**config.mk**
```make
export PLATFORM = sky130hd
export DESIGN_NAME = slowmem_arbiter
export DESIGN_NICKNAME = d
export VERILOG_FILES = /design/src/rtl/slowmem_arbiter.sv
export SDC_FILE = /design/constraint.sdc
export NUM_CORES = 1
export LEC_CHECK = 0
export BUFFER_PORTS_ARGS = -buffer_cell sky130_fd_sc_hd__buf_4
export CORE_MARGIN = 2
export CORE_UTILIZATION = 44
export DETAILED_ROUTE_END_ITERATION = 7
export PLACE_DENSITY_LB_ADDON = 0.1
export SLEW_MARGIN = 10
export SYNTH_ARGS = -nofsm -noshare
export SYNTH_HDL_FRONTEND = slang
export SYNTH_SLANG_ARGS = --single-unit
```
**constraint.sdc**
```tcl
create_clock -name clk -period 1.4 [get_ports clk]
set_input_delay 0.14 -clock clk [delete_from_list [all_inputs] [get_ports clk]]
set_output_delay 0.14 -clock clk [all_outputs]
set_load 0.01 [all_outputs]
```
**src/rtl/slowmem_arbiter.sv**
```systemverilog
// Round-robin arbiter sharing one slowmem port between two instruction caches.
// One access in flight at a time; reads wait for mem_mfc, writes complete after the strobe.
module slowmem_arbiter #(
  parameter int unsigned MEMDELAY = 4
) (
  input  logic        clk,
  input  logic        reset,
  input  logic [1:0]  req,
  input  logic [15:0] addr0,
  input  logic [15:0] addr1,
  input  logic [15:0] wdata0,
  input  logic [15:0] wdata1,
  input  logic [1:0]  rnotw,
  output logic [1:0]  done,
  output logic [15:0] rdata,
  output logic        busy,
  output logic        mem_strobe,
  output logic [15:0] mem_addr,
  output logic [15:0] mem_wdata,
  output logic        mem_rnotw,
  input  logic        mem_mfc,
  input  logic [15:0] mem_rdata
);

  localparam int unsigned CntW = $clog2(MEMDELAY + 2);
  localparam logic [CntW-1:0] FlushLen = CntW'(MEMDELAY + 1);

  typedef enum logic [1:0] {StFlush, StIdle, StIssue, StWait} state_e;

  state_e          r_state, w_state_d;
  logic [CntW-1:0] r_cnt, w_cnt_d;
  logic            r_ptr, w_ptr_d;
  logic            r_port, w_port_d;
  logic            r_strobe, w_strobe_d;
  logic [15:0]     r_addr, w_addr_d;
  logic [15:0]     r_wdata, w_wdata_d;
  logic            r_rnotw, w_rnotw_d;
  logic [1:0]      r_done, w_done_d;
  logic [15:0]     r_rdata, w_rdata_d;
  logic            r_busy, w_busy_d;
  logic [1:0]      w_eff;
  logic            w_grant;

  always_ff @(posedge clk or negedge reset) begin
    if (!reset) begin
      r_state  <= StFlush;
      r_cnt    <= FlushLen;
      r_ptr    <= 1'b1;
      r_port   <= 1'b0;
      r_strobe <= 1'b0;
      r_addr   <= '0;
      r_wdata  <= '0;
      r_rnotw  <= 1'b1;
      r_done   <= '0;
      r_rdata  <= '0;
      r_busy   <= 1'b1;
    end else begin
      r_state  <= w_state_d;
      r_cnt    <= w_cnt_d;
      r_ptr    <= w_ptr_d;
      r_port   <= w_port_d;
      r_strobe <= w_strobe_d;
      r_addr   <= w_addr_d;
      r_wdata  <= w_wdata_d;
      r_rnotw  <= w_rnotw_d;
      r_done   <= w_done_d;
      r_rdata  <= w_rdata_d;
      r_busy   <= w_busy_d;
    end
  end

  // The port just completed is masked for the cycle its done is visible.
  assign w_eff   = req & ~r_done;
  assign w_grant = (w_eff == 2'b11) ? ~r_ptr : w_eff[1];

  always_comb begin
    w_state_d  = r_state;
    w_cnt_d    = r_cnt;
    w_ptr_d    = r_ptr;
    w_port_d   = r_port;
    w_strobe_d = 1'b0;
    w_addr_d   = r_addr;
    w_wdata_d  = r_wdata;
    w_rnotw_d  = r_rnotw;
    w_done_d   = '0;
    w_rdata_d  = r_rdata;
    unique case (r_state)
      StFlush: begin
        w_cnt_d = r_cnt - 1'b1;
        if (r_cnt <= CntW'(1)) w_state_d = StIdle;
      end
      StIdle: begin
        if (|w_eff) begin
          w_port_d   = w_grant;
          w_ptr_d    = w_grant;
          w_strobe_d = 1'b1;
          w_addr_d   = w_grant ? addr1 : addr0;
          w_wdata_d  = w_grant ? wdata1 : wdata0;
          w_rnotw_d  = rnotw[w_grant];
          w_state_d  = StIssue;
        end
      end
      StIssue: begin
        if (r_rnotw) begin
          w_state_d = StWait;
        end else begin
          w_done_d  = r_port ? 2'b10 : 2'b01;
          w_state_d = StIdle;
        end
      end
      StWait: begin
        if (mem_mfc) begin
          w_rdata_d = mem_rdata;
          w_done_d  = r_port ? 2'b10 : 2'b01;
          w_state_d = StIdle;
        end
      end
      default: w_state_d = StFlush;
    endcase
    w_busy_d = (w_state_d != StIdle);
  end

  assign done       = r_done;
  assign rdata      = r_rdata;
  assign busy       = r_busy;
  assign mem_strobe = r_strobe;
  assign mem_addr   = r_addr;
  assign mem_wdata  = r_wdata;
  assign mem_rnotw  = r_rnotw;

endmodule

```
; Word level (Yosys, flattened, before mapping)
; Cells that the tools add are included.
[totals]
regBits = 60
out_inout_bits = 53
wordCells = 42
inputBits = 87
[classes]
reduce_logical = 4
mux = 16
magnitude_cmp = 2
add_sub_neg = 1
bitwise_logic = 3
n_eq_ne = 5
[ops]
columns = op, count
row1 = two-way mux 16 bit, 2
row2 = two-way mux 2 bit, 7
row3 = one-hot mux 2 bit (4 select lines), 1
row4 = == test 2 bit (second input constant), 3
row5 = two-way mux 1 bit, 5
row6 = one-hot mux 2 bit (2 select lines), 1
row7 = AND reduction 2 bit, 2
row8 = less-or-equal comparator 3 x 1 -> 1 bit (second input constant), 1
row9 = subtractor 3 x 1 -> 3 bit (second input constant), 1
row10 = bitwise AND 2 bit, 1
row11 = == test 2 x 1 -> 1 bit (second input constant), 1
row12 = logical NOT 2 bit, 1
row13 = < comparator 1 x 2 -> 1 bit (second input constant), 1
row14 = != test 2 x 1 -> 1 bit (second input constant), 1
row15 = NOT 2 bit, 1
row16 = OR reduction 2 bit, 1
row17 = NOT 1 bit, 1

; Longest topological paths before layout
[depth]
depth_word = 6
mapped_depth = 6
mapped_depth_nobuf = 5

; Least setup slack after synthesis
; No wires, ideal clock.
[synth_timing]
path_kind = register to register
start = register r_done[1], in the netlist done[1]
end = register r_addr[0], in the netlist mem_addr[0]
n_path_buf = 2
setup_time_ns = 0.127
t_required_ns = 1.273
path_stages_with_launch = 6
period_less_slack_ns = 1.362
t_arrival_ns = 1.235
path_slack_ns = 0.038
path_cell_list = dfrtp_1 > nand2b_4 > buf_6 > buf_6 > a221oi_2 > a2bb2oi_2
[synth_between]
elab_chain_cells = 5
word_cells_on_any_way = 7
classes_between = eq/ne (1) / mux (2) / bitwise (2) / reduce/logical (2)
[synth_rtl]
columns = item, line_no
row1 = start: declaration, 38  ; logic [1:0] r_done, w_done_d;
row2 = start signal: assignment, 66  ; r_done <= w_done_d;
row3 = NOT 2 bit (*), 73  ; assign w_eff = req & ~r_done;
row4 = bitwise AND 2 bit (*), 73
row5 = == test 2 bit, 74  ; assign w_grant = (w_eff == 2'b11) ? ~r_ptr : w_eff[1];
row6 = two-way mux 1 bit, 74
row7 = two-way mux 16 bit, 97  ; w_addr_d = w_grant ? addr1 : addr0;
row8 = end signal: assignment, 63  ; r_addr <= w_addr_d;
row9 = end: declaration, 35  ; logic [15:0] r_addr, w_addr_d;
; Mark *: on every way between the ends. The rest lies on a longest branch, timed or not.
; A chain may end at the register's enable or synchronous reset.

; Worst setup path after layout
[layout_timing]
start = register r_ptr
end = register r_wdata[4], in the netlist mem_wdata[4]
[layout_between]
elab_chain_cells = 3
[layout_rtl]
columns = item, line_no
row1 = start: declaration, 32  ; logic r_ptr, w_ptr_d;
row2 = start signal: assignment, 60  ; r_ptr <= w_ptr_d;
row3 = NOT 1 bit, 74
row4 = two-way mux 1 bit, 74
row5 = two-way mux 16 bit, 98  ; w_wdata_d = w_grant ? wdata1 : wdata0;
row6 = end signal: assignment, 64  ; r_wdata <= w_wdata_d;
row7 = end: declaration, 36  ; logic [15:0] r_wdata, w_wdata_d;
; Every way passes these cells.

==> reports/qor.csv <==
metric;value;unit
grt_max_degree;38;
r2r_start;r_ptr;
crit_top_cell;buf_6;
async_reset_ff_share;100.0;%
finalNonFillerCells;524;
combPwrFrac;55.8;%
design.core.area;7727;µm²
stdcell_area;5099;µm²
h-tree-depth;3;
synthTopCellsByCount;dfrtp_1, o21ai_0, and3b_1;
routed_wirelength;9230;µm
clock_latency;0.34;ns
routed_via_density;5.569;
crit_type;reg2reg;
arrival;1.60;ns
netlist_instances;271;
drc;0;
p_seq_share;29.7;%
wl_per_cell;17.61;µm
synth_edf_count;0;
synth_top_area_share;39.06;%
hpwlAfterDp;6418;µm
ys_ff_latch;60;
drt_iter0_markers;95;
slew_viol_final;0;
crit_buf_inv;2;
grt_pass1_vias;2921;
tightest_slew;0.4168;ns
worstRegToRegCells;5;
clock_sinks;60;
min_period_over_period;99.41;%
pin_count;140;
hp-start;mem_rdata[12];
rows;32;
grt_util_all_layers;20.92;%
syn_area_per_cell;13.00;µm²
yosysTopAreaCell;dfrtp_1;
power;10.96;mW
synthFlopType;dfrtp_1;
switching_share;37.44;%
internal_power;6.856;mW
power.leakage;2.308;nW
crit_chain;nand3b_1, buf_6, buf_6, a221oi_2, a2bb2oi_1;
cts-buffers-inserted;9;
path_max_fanout;7;
ir_worst_vdd;1.056;mV
holdCritPathClass;in2reg;
drtAntennaViolNets;0;
antenna_found_initial;0;
path_clk_slew;0.08;ns
yosysWarnings;0;
area_delta_synth_final;44.71;%
syn_area;3523;µm²
holdWs;0.03154;ns
final_nets;506;
setup_viol;0;
port-buffer-count;139;
fp.dieArea;8739;µm²
placed_cell_area;4676;µm²
grt_pass1_wl;14370;µm
hold_viol;0;
syn-num-nets;360;
drive_gt1_share;65.40;%
grt-ovfl-total;0;
relSlewSlack;72.18;%
dpl.cell_count;502;
initial_core_util;45.60;%
path_delay_family;flip-flops;
critPathLaunch;r_ptr;
vias;2918;
fillers;591;
first_pass_iters;4;
cp-start-kind;register;
end_kind;register;
slowest_stage;dfstp_2;
max_freq;0.7185;GHz
finClkSkew;0.008458;ns
p_switching;4.103;mW
cts_tree;done;
yosysMostFrequentCell;dfrtp_1;
required;1.61;ns
synth.area.top_cells;dfrtp_1, a221oi_2, a2bb2oi_2;
ys_seq_area_share;42.79;%
antenna_cells;0;
power_density;2149;nW/µm²
yosysUniqueCellTypes;37;
gp_congestion;0.7836;
rsz0062_at_grt;true;
rrSetupSlack;0.008;ns
endpoint;mem_wdata[4];
clk_path_buf_depth;2;
drv_cap;0;
cpPeakStageDelay;0.54;ns
cts-root-buf;clkbuf_8;
die_w;93.49;µm
fp.dieH;93.49;µm
worst-path-stages;5;
fin_crit;1.392;ns
status;finished, final reports clean;
pwr-share-clk;14.4;%
reg2reg_to;mem_wdata[4];
## area by class of cell
| type | instances | area (µm²) | share of cell area, % |
|---|---|---|---|
| Clock buffer | 9 | 123.9 | 2.429 |
| Clock inverter | 7 | 76.32 | 1.497 |
| Inverter | 6 | 48.80 | 0.9571 |
| Multi-Input combinational cell | 174 | 1872 | 36.71 |
| Sequential cell | 60 | 1508 | 29.57 |
| Tap cell | 102 | 127.6 | 2.503 |
| Timing Repair Buffer | 166 | 1343 | 26.33 |
## what timing repair did
action | CTS | global route
setup buffers | 0 | 4
cloned | 0 | 1
gates resized for setup | 2 | 23
hold endpoints to repair | 43 | 0
hold buffers | 1 | 0
pin swaps | 0 | 3
setup endpoints to repair | 3 | 23
## power by group through the flow
stage | Sequential [mW] | Combinational [mW] | Clock, mW
final | 3.26 | 6.12 | 1.58
after global routing | 3.37 | 6.55 | 1.69
after CTS | 3.25 | 5.78 | 1.60
after detailed placement | 3.27 | 5.77 | 0
after global placement | 3.27 | 5.67 | 0
after floorplan | 3.58 | 3.49 | 0
## through the flow
| stage | TNS (ns) | setup slack, ns | utilization, % |
|---|---|---|---|
| global route | -0.5205 | -0.04161 | 65.98 |
| floorplan | 0 | 0.03811 | - |
| detailed placement | 0 | 0.004566 | 60.51 |
| CTS | -0.01007 | -0.004296 | 63.36 |
| global placement | 0 | 0.06404 | 60.51 |
| finish | 0 | 0.008200 | 65.98 |
## cell families after synthesis
group                    count (synthesis)  share of synthesized area (%)
multiplexers                            17                          5.398
buffers and inverters                   37                          7.209
adder cells (fa/ha/maj)                  2                         0.7101
AND/OR/NAND/NOR                         46                          10.80
AO/OA/AOI/OAI                          107                          32.60
XOR/XNOR                                 2                         0.4972
flip-flops                              60                          42.79
## routing by layer
metal | GRT usage [%] | wire length, µm
met1 | 28.07 | 4021
met2 | 33.63 | 4456
met3 | 4.351 | 668
met4 | 7.108 | 84
met5 | 0 | 0
## worst reg2reg max path, cell delays in order (launching register included)
cell and delay, ns:
dfstp_2 0.54, nand3b_1 0.10, buf_6 0.15, buf_6 0.14, a221oi_2 0.24, a2bb2oi_1 0.10
## registers in the layout, indices dropped and copies added (netlist names)
register,count
mem_addr,16
mem_wdata,16
rdata,16
r_cnt,3
done,2
r_state,2
busy,1
mem_rnotw,1
mem_strobe,1
r_port,1
r_ptr,1
## worst min path at each step
| stage | slack (ns) | end | cells after the start |
|---|---|---|---|
| floorplan | -0.16 | done[0] | 0 |
| global placement | 0.05 | mem_wdata[7] | 1 |
| detailed placement | 0.05 | mem_wdata[7] | 1 |
| CTS | 0.02 | rdata[12] | 2 |
| global route | 0.02 | rdata[14] | 2 |
| finish | 0.03 | rdata[12] | 2 |
## cells in the final DEF, fill, tap and decap left out, drive strengths merged, types with 2 or more instances in the layout
| master | Yosys | routed |
|---|---|---|
| ha | 2 | 2 |
| buf | 19 | 164 |
| clkbuf | 12 | 10 |
| a21o | 2 | 2 |
| a221oi | 33 | 33 |
| o21ai | 33 | 33 |
| clkinvlp | 0 | 2 |
| dfstp | 5 | 5 |
| nand2b | 4 | 4 |
| xnor2 | 2 | 2 |
| clkinv | 1 | 4 |
| dfrtp | 55 | 55 |
| nor2 | 3 | 3 |
| and3b | 34 | 34 |
| inv | 5 | 6 |
| mux2 | 16 | 16 |
| nor3 | 2 | 2 |
| a2bb2oi | 32 | 32 |
Note: power is estimated with default switching activity, not from simulation.
